$ cat src/rtl/mem_arb_pkg.sv
// mem_arb_pkg: shared types and constants for the unified-memory arbiter.
//   state_e    - arbiter FSM states (IDLE, BUSY_I, BUSY_D)
//   grant_e    - grant encoding, also the bit index into the request vector
//   ADDR_W_DEF / DATA_W_DEF - default bus widths
//   CNT_W      - width of the access down-counter (LATENCY up to 15)
package mem_arb_pkg;

    localparam int unsigned ADDR_W_DEF = 16;
    localparam int unsigned DATA_W_DEF = 16;
    localparam int unsigned CNT_W      = 4;

    typedef enum logic [1:0] {
        IDLE   = 2'd0,
        BUSY_I = 2'd1,
        BUSY_D = 2'd2
    } state_e;

    // Value doubles as the bit position in the eligible-request vector.
    typedef enum logic {
        GNT_I = 1'b0,
        GNT_D = 1'b1
    } grant_e;

endpackage

$ cat src/rtl/mem_arb_if.sv
// mem_arb_if: bundles the IF port, data port and memory-side signals of the arbiter.
//   slave  modport - arbiter side (requests/mem_rdata in; data, done, stall, mem_* out)
//   master modport - requester/memory-model side (mirror of slave)
interface mem_arb_if
    import mem_arb_pkg::*;
#(
    parameter int unsigned ADDR_W = ADDR_W_DEF,
    parameter int unsigned DATA_W = DATA_W_DEF
);

    // Instruction-fetch port
    logic              if_req;
    logic [ADDR_W-1:0] if_addr;
    logic [DATA_W-1:0] if_rdata;
    logic              if_done;
    logic              if_stall;

    // Data (MEM-stage) port
    logic              d_req;
    logic              d_wr;
    logic [ADDR_W-1:0] d_addr;
    logic [DATA_W-1:0] d_wdata;
    logic [DATA_W-1:0] d_rdata;
    logic              d_done;
    logic              d_stall;

    // Memory side
    logic              mem_en;
    logic              mem_wr;
    logic [ADDR_W-1:0] mem_addr;
    logic [DATA_W-1:0] mem_wdata;
    logic [DATA_W-1:0] mem_rdata;

    modport slave (
        input  if_req, if_addr,
        output if_rdata, if_done, if_stall,
        input  d_req, d_wr, d_addr, d_wdata,
        output d_rdata, d_done, d_stall,
        output mem_en, mem_wr, mem_addr, mem_wdata,
        input  mem_rdata
    );

    modport master (
        output if_req, if_addr,
        input  if_rdata, if_done, if_stall,
        output d_req, d_wr, d_addr, d_wdata,
        input  d_rdata, d_done, d_stall,
        input  mem_en, mem_wr, mem_addr, mem_wdata,
        output mem_rdata
    );

endinterface

$ cat src/rtl/mem_arb_grant.sv
// mem_arb_grant: picks one port from the eligible request vector.
// Optional feature macro: MEM_ARB_FAIR_EN (round-robin when both ports are eligible;
// otherwise the data port always wins).
//   req   in  [1:0] eligible requests, indexed by grant_e
//   last  in  grant_e previous grant (only with MEM_ARB_FAIR_EN)
//   valid out at least one request is eligible
//   gnt   out selected port (meaningful when valid)
module mem_arb_grant
    import mem_arb_pkg::*;
(
    input  logic [1:0] req,
`ifdef MEM_ARB_FAIR_EN
    input  grant_e     last,
`endif
    output logic       valid,
    output grant_e     gnt
);

    always_comb begin
        valid = |req;
        gnt   = GNT_D;
        if (req == 2'b01) begin
            gnt = GNT_I;
        end
`ifdef MEM_ARB_FAIR_EN
        else if (req == 2'b11) begin
            gnt = (last == GNT_D) ? GNT_I : GNT_D;
        end
`endif
    end

endmodule

$ cat src/rtl/mem_arbiter.sv
// mem_arbiter: shares a single-port, fixed-latency memory between the IF and data ports.
// Each granted access holds the memory for LATENCY cycles, then pulses that port's done
// for one cycle with registered read data. Stalls are combinational: req & ~done.
// Optional feature macro: MEM_ARB_FAIR_EN (round-robin grant with a last-grant flop).
//   clk    in   system clock, rising edge
//   rst_n  in   asynchronous active-low reset; aborts any access in flight
//   bus    slave modport of mem_arb_if (IF port, data port, memory side)
module mem_arbiter
    import mem_arb_pkg::*;
#(
    parameter int unsigned LATENCY = 4,
    parameter int unsigned ADDR_W  = ADDR_W_DEF,
    parameter int unsigned DATA_W  = DATA_W_DEF
) (
    input logic      clk,
    input logic      rst_n,
    mem_arb_if.slave bus
);

    localparam logic [CNT_W-1:0] CNT_LOAD = CNT_W'(LATENCY - 1);

    state_e            state_q, state_d;
    logic [CNT_W-1:0]  cnt_q, cnt_d;
    logic [ADDR_W-1:0] addr_q, addr_d;
    logic [DATA_W-1:0] wdata_q, wdata_d;
    logic              wr_q, wr_d;
    logic [DATA_W-1:0] if_rdata_q, if_rdata_d;
    logic [DATA_W-1:0] d_rdata_q, d_rdata_d;
    logic              if_done_q, if_done_d;
    logic              d_done_q, d_done_d;
`ifdef MEM_ARB_FAIR_EN
    grant_e            last_q, last_d;
`endif

    logic [1:0] req_elig;
    logic       gnt_valid;
    grant_e     gnt;

    // A port in its done cycle still shows the finished request on req; mask it.
    assign req_elig = {bus.d_req & ~d_done_q, bus.if_req & ~if_done_q};

    mem_arb_grant u_grant (
        .req   (req_elig),
`ifdef MEM_ARB_FAIR_EN
        .last  (last_q),
`endif
        .valid (gnt_valid),
        .gnt   (gnt)
    );

    always_comb begin
        state_d    = state_q;
        cnt_d      = cnt_q;
        addr_d     = addr_q;
        wdata_d    = wdata_q;
        wr_d       = wr_q;
        if_rdata_d = if_rdata_q;
        d_rdata_d  = d_rdata_q;
        if_done_d  = 1'b0;
        d_done_d   = 1'b0;
`ifdef MEM_ARB_FAIR_EN
        last_d     = last_q;
`endif
        case (state_q)
            IDLE: begin
                if (gnt_valid) begin
                    cnt_d = CNT_LOAD;
`ifdef MEM_ARB_FAIR_EN
                    last_d = gnt;
`endif
                    if (gnt == GNT_D) begin
                        state_d = BUSY_D;
                        addr_d  = bus.d_addr;
                        wdata_d = bus.d_wdata;
                        wr_d    = bus.d_wr;
                    end else begin
                        state_d = BUSY_I;
                        addr_d  = bus.if_addr;
                        wr_d    = 1'b0;
                    end
                end
            end
            BUSY_I, BUSY_D: begin
                if (cnt_q != '0) begin
                    cnt_d = cnt_q - CNT_W'(1);
                end else begin
                    state_d = IDLE;
                    if (state_q == BUSY_I) begin
                        if_done_d  = 1'b1;
                        if_rdata_d = bus.mem_rdata;
                    end else begin
                        d_done_d = 1'b1;
                        if (!wr_q) begin
                            d_rdata_d = bus.mem_rdata;
                        end
                    end
                end
            end
            default: state_d = IDLE;
        endcase
    end

    always_ff @(posedge clk or negedge rst_n) begin
        if (!rst_n) begin
            state_q    <= IDLE;
            cnt_q      <= '0;
            addr_q     <= '0;
            wdata_q    <= '0;
            wr_q       <= 1'b0;
            if_rdata_q <= '0;
            d_rdata_q  <= '0;
            if_done_q  <= 1'b0;
            d_done_q   <= 1'b0;
`ifdef MEM_ARB_FAIR_EN
            last_q     <= GNT_I;
`endif
        end else begin
            state_q    <= state_d;
            cnt_q      <= cnt_d;
            addr_q     <= addr_d;
            wdata_q    <= wdata_d;
            wr_q       <= wr_d;
            if_rdata_q <= if_rdata_d;
            d_rdata_q  <= d_rdata_d;
            if_done_q  <= if_done_d;
            d_done_q   <= d_done_d;
`ifdef MEM_ARB_FAIR_EN
            last_q     <= last_d;
`endif
        end
    end

    // Decoded from state so an asynchronous reset drops the enables immediately.
    assign bus.mem_en    = (state_q != IDLE);
    assign bus.mem_wr    = (state_q == BUSY_D) & wr_q;
    assign bus.mem_addr  = addr_q;
    assign bus.mem_wdata = wdata_q;

    assign bus.if_rdata  = if_rdata_q;
    assign bus.if_done   = if_done_q;
    assign bus.if_stall  = bus.if_req & ~if_done_q;
    assign bus.d_rdata   = d_rdata_q;
    assign bus.d_done    = d_done_q;
    assign bus.d_stall   = bus.d_req & ~d_done_q;

endmodule

$ cat src/flat_wrapper.sv
// flat-port wrapper written by rule: the top's interface ports become plain ports
module mem_arbiter_flat import mem_arb_pkg::*;
#(
    parameter int unsigned LATENCY = 4,
    parameter int unsigned ADDR_W  = ADDR_W_DEF,
    parameter int unsigned DATA_W  = DATA_W_DEF
)
  (clk, rst_n, bus_if_req, bus_if_addr, bus_if_rdata, bus_if_done, bus_if_stall, bus_d_req, bus_d_wr, bus_d_addr, bus_d_wdata, bus_d_rdata, bus_d_done, bus_d_stall, bus_mem_en, bus_mem_wr, bus_mem_addr, bus_mem_wdata, bus_mem_rdata);
  mem_arb_if #(.ADDR_W(ADDR_W), .DATA_W(DATA_W)) bus_i ();
  input logic clk;
  input logic rst_n;
  input wire logic [$bits(bus_i.if_req)-1:0] bus_if_req;
  input wire logic [$bits(bus_i.if_addr)-1:0] bus_if_addr;
  output wire logic [$bits(bus_i.if_rdata)-1:0] bus_if_rdata;
  output wire logic [$bits(bus_i.if_done)-1:0] bus_if_done;
  output wire logic [$bits(bus_i.if_stall)-1:0] bus_if_stall;
  input wire logic [$bits(bus_i.d_req)-1:0] bus_d_req;
  input wire logic [$bits(bus_i.d_wr)-1:0] bus_d_wr;
  input wire logic [$bits(bus_i.d_addr)-1:0] bus_d_addr;
  input wire logic [$bits(bus_i.d_wdata)-1:0] bus_d_wdata;
  output wire logic [$bits(bus_i.d_rdata)-1:0] bus_d_rdata;
  output wire logic [$bits(bus_i.d_done)-1:0] bus_d_done;
  output wire logic [$bits(bus_i.d_stall)-1:0] bus_d_stall;
  output wire logic [$bits(bus_i.mem_en)-1:0] bus_mem_en;
  output wire logic [$bits(bus_i.mem_wr)-1:0] bus_mem_wr;
  output wire logic [$bits(bus_i.mem_addr)-1:0] bus_mem_addr;
  output wire logic [$bits(bus_i.mem_wdata)-1:0] bus_mem_wdata;
  input wire logic [$bits(bus_i.mem_rdata)-1:0] bus_mem_rdata;
  assign bus_i.if_req = bus_if_req;
  assign bus_i.if_addr = bus_if_addr;
  assign bus_if_rdata = bus_i.if_rdata;
  assign bus_if_done = bus_i.if_done;
  assign bus_if_stall = bus_i.if_stall;
  assign bus_i.d_req = bus_d_req;
  assign bus_i.d_wr = bus_d_wr;
  assign bus_i.d_addr = bus_d_addr;
  assign bus_i.d_wdata = bus_d_wdata;
  assign bus_d_rdata = bus_i.d_rdata;
  assign bus_d_done = bus_i.d_done;
  assign bus_d_stall = bus_i.d_stall;
  assign bus_mem_en = bus_i.mem_en;
  assign bus_mem_wr = bus_i.mem_wr;
  assign bus_mem_addr = bus_i.mem_addr;
  assign bus_mem_wdata = bus_i.mem_wdata;
  assign bus_i.mem_rdata = bus_mem_rdata;
  mem_arbiter #(.LATENCY(LATENCY), .ADDR_W(ADDR_W), .DATA_W(DATA_W)) u_core (.clk(clk), .rst_n(rst_n), .bus(bus_i));
endmodule
$ cat config.mk
export PLATFORM = sky130hd
export DESIGN_NAME = mem_arbiter_flat
export DESIGN_NICKNAME = d
export VERILOG_FILES = /design/src/rtl/mem_arb_pkg.sv /design/src/rtl/mem_arb_if.sv /design/src/rtl/mem_arb_grant.sv /design/src/rtl/mem_arbiter.sv /design/src/flat_wrapper.sv
export SDC_FILE = /design/constraint.sdc
export NUM_CORES = 1
export LEC_CHECK = 0
export ABC_AREA = 1
export ABC_CLOCK_PERIOD_IN_PS = 2000
export CAP_MARGIN = 20
export CORE_MARGIN = 3
export CORE_UTILIZATION = 43
export CTS_CLUSTER_SIZE = 12
export DETAILED_ROUTE_END_ITERATION = 12
export PLACE_DENSITY = 0.83
export SYNTH_ARGS = -nofsm -noshare
export SYNTH_HDL_FRONTEND = slang
export SYNTH_SLANG_ARGS = --single-unit
$ cat constraint.sdc
create_clock -name clk -period 2 [get_ports clk]
set_clock_uncertainty 0.15 [all_clocks]
set_input_delay 0.2 -clock clk [delete_from_list [all_inputs] [get_ports clk]]
set_output_delay 0.2 -clock clk [all_outputs]
set_load 0.05 [all_outputs]
==> impl_metrics.yaml <==
setup_path:
  reg2reg_slack_ns: 0.27
  r2r-end: "u_core.bus.d_rdata[4]"
  crit_family: "buffers and inverters"
  setup.worst_path.start: "u_core.bus.d_rdata[14]"
  start_kind: "flop"
  crit_path_top_delay_cell: "clkdlybuf4s50_1"
  path_class: "flop to output port"
  cp_data_required_time_ns: 1.65
  worstReg2RegStart: "u_core.cnt_q[0]"
  end_kind: "output port"
  worstPathArrival_ns: 1.54
  rr_worst_depth: 8
  cp_slowest_stage_delay_ns: 0.84
  crit_fanout: 2
  path_cells: "clkdlybuf4s50_1"
  crit_buf_inv: 1
global_route:
  grt_first_pass_wirelength_um: 13000
  track_usage_pct: 18.8
  first_global_vias: 2865
  overflow: 0
  antenna_found_initial: 0
  grt_max_degree: 39
clocking:
  cts_tree: "done"
  cts_num_sinks: 73
  cts.htree.levels: 3
  clk_latency_ns: 0.34
  path_clk_slew_ns: 0.08
  cts_resized: 0
  cts_made_buffers: 9
  clk_path_buf_depth: 2
  root_buffer: "clkbuf_8"
finish:
  fin_util_pct: 68.0
  regArea_mm2: 0.00183
  fill_cells: 594
  layout_commonest_cell: "nand2_1"
  drive_gt1_share_pct: 12.9
  final_cells: 632
  layout_common_cells: "nand2_1 (175), clkdlybuf4s50_1 (132), dfrtp_1 (73)"
  syn_to_final_growth_pct: 50.7
  diodes: 0
  multiInputGateArea_mm2: 0.00127
  nNetsFinal: 602
drt:
  first_pass_iters: 4
  drcViolationCount: 0
  wl_um: 8120
  wl_met2_um: 3970
  num_vias: 2925
  drtIter0Drc: 131
  postRouteAntennaNets: 0
  highest-signal-layer: "met4"
  vias_per_cell: 4.63
  routedWlPerCell_um: 12.8
  met1_length_um: 3320
  routed-wl-met3_um: 559
timing:
  slew_violations: 0
  worst_slew_pin_slew_ns: 0.545
  worst_slack_ns: 0.115
  relSlewSlack_pct: 63.6
  finalCriticalPeriod_ns: 1.89
  max_freq_ghz: 0.530
  setup_viol: 0
  post-route-period-util_pct: 94.3
  rsz0062_at_grt: "false"
  hold_viol: 0
  tns_ns: 0
job:
  cap_viol_max_count: 0
synth:
  synth-seq-area-share_pct: 54.9
  yosysWarnings: 0
  synth_cells: 387
  syn-cell-area_mm2: 0.00333
  post_synth.cell_area_avg_um2: 8.59
  synth_nets: 461
  ys_types: 20
  ys_ff_latch: 73
pwr:
  vdd_drop_max_mv: 0.990
  power.internal_mw: 4.53
  pwr-share-comb_pct: 59.8
  power_frac_seq_pct: 27.8
  switching_share_pct: 50.6
  p_leak_nw: 2.51
  p_clk_share_pct: 12.4
  power.total_mw: 9.17
  power.switching_mw: 4.64
  power.density_mw_per_mm2: 1830
place:
  dp_slack_ns: 0.201
  io_buffers: 138
  place.gp.congestion: 0.788
  dp_hpwl_um: 6020
  placedCellCount: 615
floorplanning:
  die-area_mm2: 0.00883
  core_mm2: 0.00737
  die_h_um: 93.9
  initial_core_util_pct: 45.1
  rows: 31
  die_w_um: 93.9
  ioPinCount: 139
min_path:
  holdCritPathClass: "input pin to async pin"
outcome:
  status: "finished clean"
[kinds of logic after synthesis]
logic type      Yosys count  synth area share (%)
simple gates            230                  29.4
flops                    73                  54.9
fa+ha+maj                 5                  1.88
buf+inv                  45                  6.85
compound gates           34                  6.92
[worst max path at each step]
stage | cells after the start | slack, ns | end
final | 1 | 0.11 | bus_d_rdata[14]
after floorplan | 9 | 0.1 | u_core.bus.mem_addr[10]
after global routing | 4 | 0.04 | bus_mem_en
after global placement | 6 | 0.31 | u_core.bus.mem_wdata[13]
after detailed placement | 6 | 0.20 | u_core.bus.mem_wdata[2]
after CTS | 1 | 0.09 | bus_d_rdata[14]
[state kept, by name (all words and copies together), names as in the netlist]
name / cells
u_core.bus.if_done: 1
u_core.cnt_q: 4
u_core.state_q: 2
u_core.bus.mem_wdata: 16
u_core.bus.mem_addr: 16
u_core.bus.d_rdata: 16
u_core.bus.d_done: 1
u_core.wr_q: 1
u_core.bus.if_rdata: 16
[power groups by stage]
| stage | registers [mW] | logic [mW] | clock network (mW) |
|---|---|---|---|
| floorplan | 4.65 | 1.63 | 0 |
| global placement | 2.55 | 5.41 | 0 |
| detailed placement | 2.56 | 5.53 | 0 |
| CTS | 2.55 | 5.54 | 1.17 |
| global route | 2.64 | 5.86 | 1.24 |
| finish | 2.55 | 5.48 | 1.14 |
[repair_timing]
| item | CTS | global route |
|---|---|---|
| endpoints found under the hold margin | 37 | 0 |
| hold buffers | 1 | 0 |
| setup endpoints to repair | 0 | 0 |
| setup buffers | 0 | 0 |
[final cells by class]
| cell class | count | share of cell area [%] |
|---|---|---|
| Clock buffer | 10 | 2.55 |
| Clock inverter | 6 | 1.32 |
| Inverter | 30 | 2.25 |
| Multi-Input combinational cell | 269 | 25.4 |
| Sequential cell | 73 | 36.4 |
| Tap cell | 99 | 2.47 |
| Timing Repair Buffer | 145 | 29.6 |
[synth_stat cells]
cell | count | share of area (%)
nand2_1 | 175 | 20
dfrtp_1 | 73 | 55
inv_1 | 28 | 3.2
nand3_1 | 23 | 3.5
nand2_2 | 17 | 3.2
o21ai_1 | 16 | 2.4
o21ai_2 | 16 | 4.2
buf_4 | 6 | 1.4
nor2_1 | 6 | 0.68
buf_2 | 5 | 0.75
ha_1 | 5 | 1.9
buf_6 | 4 | 1.4
a21oi_1 | 2 | 0.30
inv_2 | 2 | 0.23
nand4_1 | 2 | 0.38
nor2_2 | 2 | 0.38
nor2_4 | 2 | 0.68
nand2_4 | 1 | 0.34
nand4_2 | 1 | 0.38
or2_2 | 1 | 0.19
[layer usage]
metal	global-route usage, %	up-vias
met5	0	-
met4	10.3	0
met3	4.41	20
met2	31.1	99
met1	22.4	1327
li1	-	1479
[metrics by stage]
| step | area [um^2] | hold slack [ns] |
|---|---|---|
| after floorplan | 3330 | -0.246 |
| final | 5010 | 0.210 |
| after global routing | 5010 | 0.235 |
| after detailed placement | 4810 | 0.0462 |
| after global placement | 4810 | 0.0433 |
| after CTS | 5010 | 0.210 |
Power figures use the tool's default switching activity.
